**src/rtl/tx_fifo.sv**
```systemverilog
// tx_fifo: transmit buffer between the outgoing AHIR pipe and the MAC's AXI-Stream TX input.
// Pipe words {tlast, tdata, tkeep} are queued in a circular buffer and replayed as AXI-S beats.
// Frames are sent store-and-forward: a frame starts only after its tlast word is buffered.
// When the buffer fills with no complete frame, the block falls back to cut-through.
// If a cut-through frame then runs dry, the sticky underrun flag is set.
module tx_fifo #(
    parameter int N     = 32,
    parameter int S     = 4,
    parameter int D     = 37,
    parameter int DEPTH = 128,
    parameter int D_S   = 7
) (
    input  logic         clk,
    input  logic         reset,
    output logic         tx_axis_resetn,
    input  logic [D-1:0] pipe_read_data,
    output logic         pipe_read_req,
    input  logic         pipe_read_ack,
    output logic [N-1:0] tx_axis_tdata,
    output logic [S-1:0] tx_axis_tkeep,
    output logic         tx_axis_tvalid,
    output logic         tx_axis_tlast,
    input  logic         tx_axis_tready,
    output logic [15:0]  frames_sent,
    output logic         underrun
);

    localparam logic [1:0] ST_IDLE  = 2'd0;
    localparam logic [1:0] ST_SEND  = 2'd1;
    localparam logic [1:0] ST_DRAIN = 2'd2;

    localparam logic [D_S:0] DEPTH_C = (D_S+1)'(DEPTH);
    localparam logic [D_S:0] ONE_C   = (D_S+1)'(1);

    logic [D-1:0]   fifo_mem [DEPTH];

    logic [D_S-1:0] front_reg;
    logic [D_S-1:0] rear_reg;
    logic [D_S:0]   count_reg;
    logic [D_S:0]   count_next;
    logic [D_S:0]   frames_ready_reg;
    logic [D_S:0]   frames_ready_next;
    logic [1:0]     state_reg;
    logic [1:0]     state_next;
    logic [D-1:0]   out_word_reg;
    logic           tvalid_reg;
    logic           tvalid_next;
    logic           req_reg;
    logic           resetn_reg;
    logic [15:0]    frames_sent_reg;
    logic           underrun_reg;

    logic           push;
    logic           load;
    logic           beat_done;
    logic           frame_done;
    logic           set_underrun;
    logic           in_last;
    logic [S-1:0]   in_keep;
    logic [S-1:0]   wr_keep;
    logic [D-1:0]   wr_word;

    assign push      = req_reg & pipe_read_ack;
    assign beat_done = tvalid_reg & tx_axis_tready;
    assign in_last   = pipe_read_data[D-1];
    assign in_keep   = pipe_read_data[S-1:0];

    // Sanitise byte enables: inner words are always full, a last word keeps at least one byte.
    always_comb begin
        wr_keep = in_keep;
        if (!in_last) begin
            wr_keep = '1;
        end else if (in_keep == '0) begin
            wr_keep = (S)'(1);
        end
    end

    assign wr_word = {in_last, pipe_read_data[D-2:S], wr_keep};

    // Output sequencing: decide when to pop the head word into the output register.
    always_comb begin
        load         = 1'b0;
        frame_done   = 1'b0;
        set_underrun = 1'b0;
        state_next   = state_reg;
        tvalid_next  = tvalid_reg;
        case (state_reg)
            ST_IDLE: begin
                if (frames_ready_reg != '0 || count_reg == DEPTH_C) begin
                    load        = 1'b1;
                    tvalid_next = 1'b1;
                    state_next  = ST_SEND;
                end
            end
            ST_SEND: begin
                if (beat_done) begin
                    if (out_word_reg[D-1]) begin
                        frame_done = 1'b1;
                        // Only frames fully buffered before this edge may follow back-to-back.
                        if (frames_ready_reg > ONE_C) begin
                            load = 1'b1;
                        end else begin
                            tvalid_next = 1'b0;
                            state_next  = ST_IDLE;
                        end
                    end else if (count_reg != '0) begin
                        load = 1'b1;
                    end else begin
                        tvalid_next  = 1'b0;
                        set_underrun = 1'b1;
                        state_next   = ST_DRAIN;
                    end
                end
            end
            ST_DRAIN: begin
                if (count_reg != '0) begin
                    load        = 1'b1;
                    tvalid_next = 1'b1;
                    state_next  = ST_SEND;
                end
            end
            default: begin
                tvalid_next = 1'b0;
                state_next  = ST_IDLE;
            end
        endcase
    end

    // Occupancy and complete-frame bookkeeping for simultaneous push/pop.
    always_comb begin
        count_next = count_reg;
        case ({push, load})
            2'b10:   count_next = count_reg + ONE_C;
            2'b01:   count_next = count_reg - ONE_C;
            default: count_next = count_reg;
        endcase
        frames_ready_next = frames_ready_reg;
        case ({push & in_last, frame_done})
            2'b10:   frames_ready_next = frames_ready_reg + ONE_C;
            2'b01:   frames_ready_next = frames_ready_reg - ONE_C;
            default: frames_ready_next = frames_ready_reg;
        endcase
    end

    // Buffer storage write port.
    always_ff @(posedge clk) begin
        if (push) begin
            fifo_mem[rear_reg] <= wr_word;
        end
    end

    // Control state, pointers, output register and status counters.
    always_ff @(posedge clk or negedge reset) begin
        if (!reset) begin
            front_reg        <= '0;
            rear_reg         <= '0;
            count_reg        <= '0;
            frames_ready_reg <= '0;
            state_reg        <= ST_IDLE;
            out_word_reg     <= '0;
            tvalid_reg       <= 1'b0;
            req_reg          <= 1'b0;
            resetn_reg       <= 1'b0;
            frames_sent_reg  <= '0;
            underrun_reg     <= 1'b0;
        end else begin
            resetn_reg       <= 1'b1;
            req_reg          <= (count_next < DEPTH_C);
            count_reg        <= count_next;
            frames_ready_reg <= frames_ready_next;
            state_reg        <= state_next;
            tvalid_reg       <= tvalid_next;
            if (push) begin
                rear_reg <= rear_reg + (D_S)'(1);
            end
            if (load) begin
                out_word_reg <= fifo_mem[front_reg];
                front_reg    <= front_reg + (D_S)'(1);
            end
            if (frame_done) begin
                frames_sent_reg <= frames_sent_reg + 16'd1;
            end
            if (set_underrun) begin
                underrun_reg <= 1'b1;
            end
        end
    end

    assign tx_axis_resetn = resetn_reg;
    assign pipe_read_req  = req_reg;
    assign tx_axis_tvalid = tvalid_reg;
    assign tx_axis_tlast  = out_word_reg[D-1];
    assign tx_axis_tdata  = out_word_reg[D-2:S];
    assign tx_axis_tkeep  = out_word_reg[S-1:0];
    assign frames_sent    = frames_sent_reg;
    assign underrun       = underrun_reg;

endmodule
```
**config.mk**
```make
export PLATFORM = sky130hd
export DESIGN_NAME = tx_fifo
export DESIGN_NICKNAME = d
export VERILOG_FILES = /design/src/rtl/tx_fifo.sv
export SDC_FILE = /design/constraint.sdc
export NUM_CORES = 2
export LEC_CHECK = 0
export BUFFER_PORTS_ARGS = -buffer_cell sky130_fd_sc_hd__buf_2
export CAP_MARGIN = 25
export CORE_UTILIZATION = 51
export CTS_CLUSTER_DIAMETER = 80
export DETAILED_ROUTE_END_ITERATION = 8
export PLACE_DENSITY = 0.69
export SYNTH_ARGS = -nofsm -noshare
export SYNTH_HDL_FRONTEND = slang
export SYNTH_MEMORY_MAX_BITS = 65536
export SYNTH_SLANG_ARGS = --single-unit
export TNS_END_PERCENT = 50
```
**constraint.sdc**
```tcl
create_clock -name clk -period 5.2 [get_ports clk]
set_input_delay 1.3 -clock clk [delete_from_list [all_inputs] [get_ports clk]]
set_output_delay 1.3 -clock clk [all_outputs]
set_load 0.02 [all_outputs]
```
==> flow_summary.json <==
{
  "wl_per_cell_um": 36.6,
  "setup_viol": 0,
  "cpPeakStageDelay_ns": 0.94,
  "hold_path.class": "in2async",
  "grt_util_all_layers": 0.285,
  "crit_required_ns": 6.05,
  "antenna_found_initial": 45,
  "finalNetCount": 9197,
  "place_area_um2": 195000,
  "synth.avg_cell_area_um2": 21.6,
  "worstSetupPathType": "reg2reg",
  "synthArstFlopShare": 0.0184,
  "grt_pass1_wl_mm": 728,
  "cts_max_level": 5,
  "multi_input_area_um2": 39200,
  "cp-start-kind": "flop",
  "synth_edf_count": 4736,
  "totalWireLength_mm": 525,
  "synth_seq_area_share": 0.779,
  "layout_common_cells": "edfxtp_1 (4736), mux4_2 (992), mux2i_1 (541)",
  "register_area_um2": 144000,
  "final_core_util": 0.581,
  "grt_overflow": 0,
  "power_density_nw_per_um2": 383,
  "drtIter0Drc": 15340,
  "io_buffers": 97,
  "synthCells": 8572,
  "path_cells": "buf_4 -> buf_12 -> nor2b_1 -> a221oi_1 -> o21ai_0 -> nand4_1 -> a311oi_1 -> buf_4 -> a311oi_1",
  "ys_types": 74,
  "clock_latency_ns": 1.02,
  "syn-num-nets": 8629,
  "dp_hpwl_mm": 312,
  "core-area_um2": 362000,
  "crit_arrival_ns": 5.81,
  "hold_viol_final": 0,
  "fin_worst_skew_ns": 0.0629,
  "hold_buffers": 0,
  "fin_crit_sh": 0.954,
  "die_area_um2": 366000,
  "largest_reg_flops": 4736,
  "grt_max_degree": 129,
  "design_area_um2": 211000,
  "n_fill_cell": 25298,
  "gp_congestion": 0.918,
  "cap_violations": 0,
  "synth_warnings": 0,
  "grt_setup_unrepaired": "no",
  "numCtsBuffers": 462,
  "post-route-min-period_ns": 4.96,
  "cp-end-kind": "flop",
  "synth_area_um2": 185000,
  "cts_root_buf": "clkbuf_16",
  "ioPinCount": 98,
  "vdd_drop_max_mv": 0.360,
  "relSlewSlack": 0.137,
  "die_width_um": 605,
  "timing.setup.tns_ns": 0,
  "fmax_mhz": 201,
  "postRouteAntennaNets": 0,
  "outcome": "finished clean",
  "start_util": 0.512,
  "cts_resized": 0,
  "cts_tree": "done",
  "synth_ff_type": "edfxtp_1",
  "fp.dieH_um": 605,
  "cts.sinks": 4825,
  "tightest_slew_ns": 1.30,
  "drc_errors": 0,
  "cpMaxStageDelayCell": "a311oi_1",
  "slew_viol_final": 0,
  "p_leak_nw": 64.4,
  "final_common_cell": "edfxtp_1",
  "grt_pass1_vias": 93980,
  "cts_setup_buffers": 0,
  "drt-pass1-iter-count": 8,
  "cts.clk_slew.worst_paths_ns": 0.07,
  "ctsLongestPathBuffers": 4,
  "num_rows": 221,
  "ys_ff_latch": 4825,
  "whs_ns": 0.113,
  "crit_path_max_fanout": 57,
  "fin_ws_ns": 0.237,
  "drive_gt1_frac": 0.260,
  "syn_to_final_growth_pct": 13.6,
  "vias_per_cell": 6.63,
  "post-place-ws_ns": 0.369,
  "vias": 95159
}
[power breakdown]
part	internal [mW]	switching [mW]	total [mW]
logic	0.514	2.13	2.65
registers	43.4	0.245	43.7
clock network	19.9	14.5	34.4
total	63.9	16.9	80.7
[logic make-up (layout without fill, tap and decap cells)]
kind of cell / Yosys count / in the layout / synth area share
xor gates and xnor gates: 43 / 43 / 0.00203
adders and majority gates: 16 / 16 / 0.00112
and+or+nand+nor: 720 / 720 / 0.0173
DFF: 4825 / 4825 / 0.779
muxes: 1568 / 1568 / 0.152
buffers and inverters: 507 / 1478 / 0.0159
AOI/OAI and AO/OA: 892 / 892 / 0.0331
other: 1 / 10 / 0.0000202
[critical path, delay by kind of cell, from the launching register on]
kind	cells	cell delay (ns)
AO/OA/AOI/OAI	4	1.57
buffers and inverters	3	1.02
flip-flops	1	0.81
AND/OR/NAND/NOR	2	1.35
[layout make-up]
class	count	share of cell area
inverters	15	0.000362
multi-input cells	3240	0.186
well taps	4794	0.0285
flip-flops and latches	4825	0.686
clock inverters	288	0.0150
repair buffers	596	0.0256
clock buffers	579	0.0586
diodes	9	0.000107
[routing by layer]
metal / vias to the layer above / routed length [um] / GRT usage
met3: 1115 / 71500 / 0.0818
met5: - / 335 / 0
met1: 49934 / 189000 / 0.392
li1: 37290 / - / -
met4: 46 / 24100 / 0.109
met2: 6774 / 240000 / 0.435
[cells in the mapped netlist, types with 33 or more instances]
| cell | n | area [um^2] |
|---|---|---|
| dfrtp_1 | 89 | 2230 |
| mux2_2 | 35 | 394 |
| o22ai_1 | 106 | 663 |
| nor3_1 | 35 | 175 |
| nand3_1 | 33 | 165 |
| edfxtp_1 | 4736 | 142000 |
| mux2i_1 | 541 | 5420 |
| nand2_1 | 234 | 878 |
| xnor2_1 | 33 | 289 |
| buf_1 | 34 | 128 |
| buf_6 | 59 | 664 |
| o21ai_0 | 142 | 711 |
| a22oi_1 | 70 | 526 |
| mux4_2 | 992 | 22300 |
| nor2_1 | 274 | 1030 |
| o221ai_1 | 57 | 499 |
| a21oi_1 | 169 | 846 |
| buf_2 | 164 | 821 |
| clkbuf_1 | 169 | 634 |
| buf_4 | 47 | 353 |
| a221oi_1 | 111 | 972 |
| a211oi_1 | 66 | 495 |
[metrics by stage]
| stage | total power, mW | std cells |
|---|---|---|
| floorplan | 45.3 | 8572 |
| global placement | 46.9 | 13460 |
| detailed placement | 47.1 | 13464 |
| CTS | 80.9 | 14331 |
| global route | 82.5 | 14338 |
| finish | 80.7 | 14346 |
[path summary, 6_finish.rpt]
kind | from | endpoint | slack [ns] | cells past startpoint
hold / removal | reset | frames_sent[4] | 0.11 | 1
hold reg to reg | frames_sent[15] | frames_sent[15] | 0.48 | 1
max in group asynchronous | reset | out_word_reg[14] | 3.86 | 3
setup reg to reg | front_reg[0] | out_word_reg[36] | 0.24 | 9
setup / recovery | front_reg[0] | out_word_reg[36] | 0.24 | 9
min in group clk | frames_sent[15] | frames_sent[15] | 0.48 | 1
(Power assumes the default switching activity.)
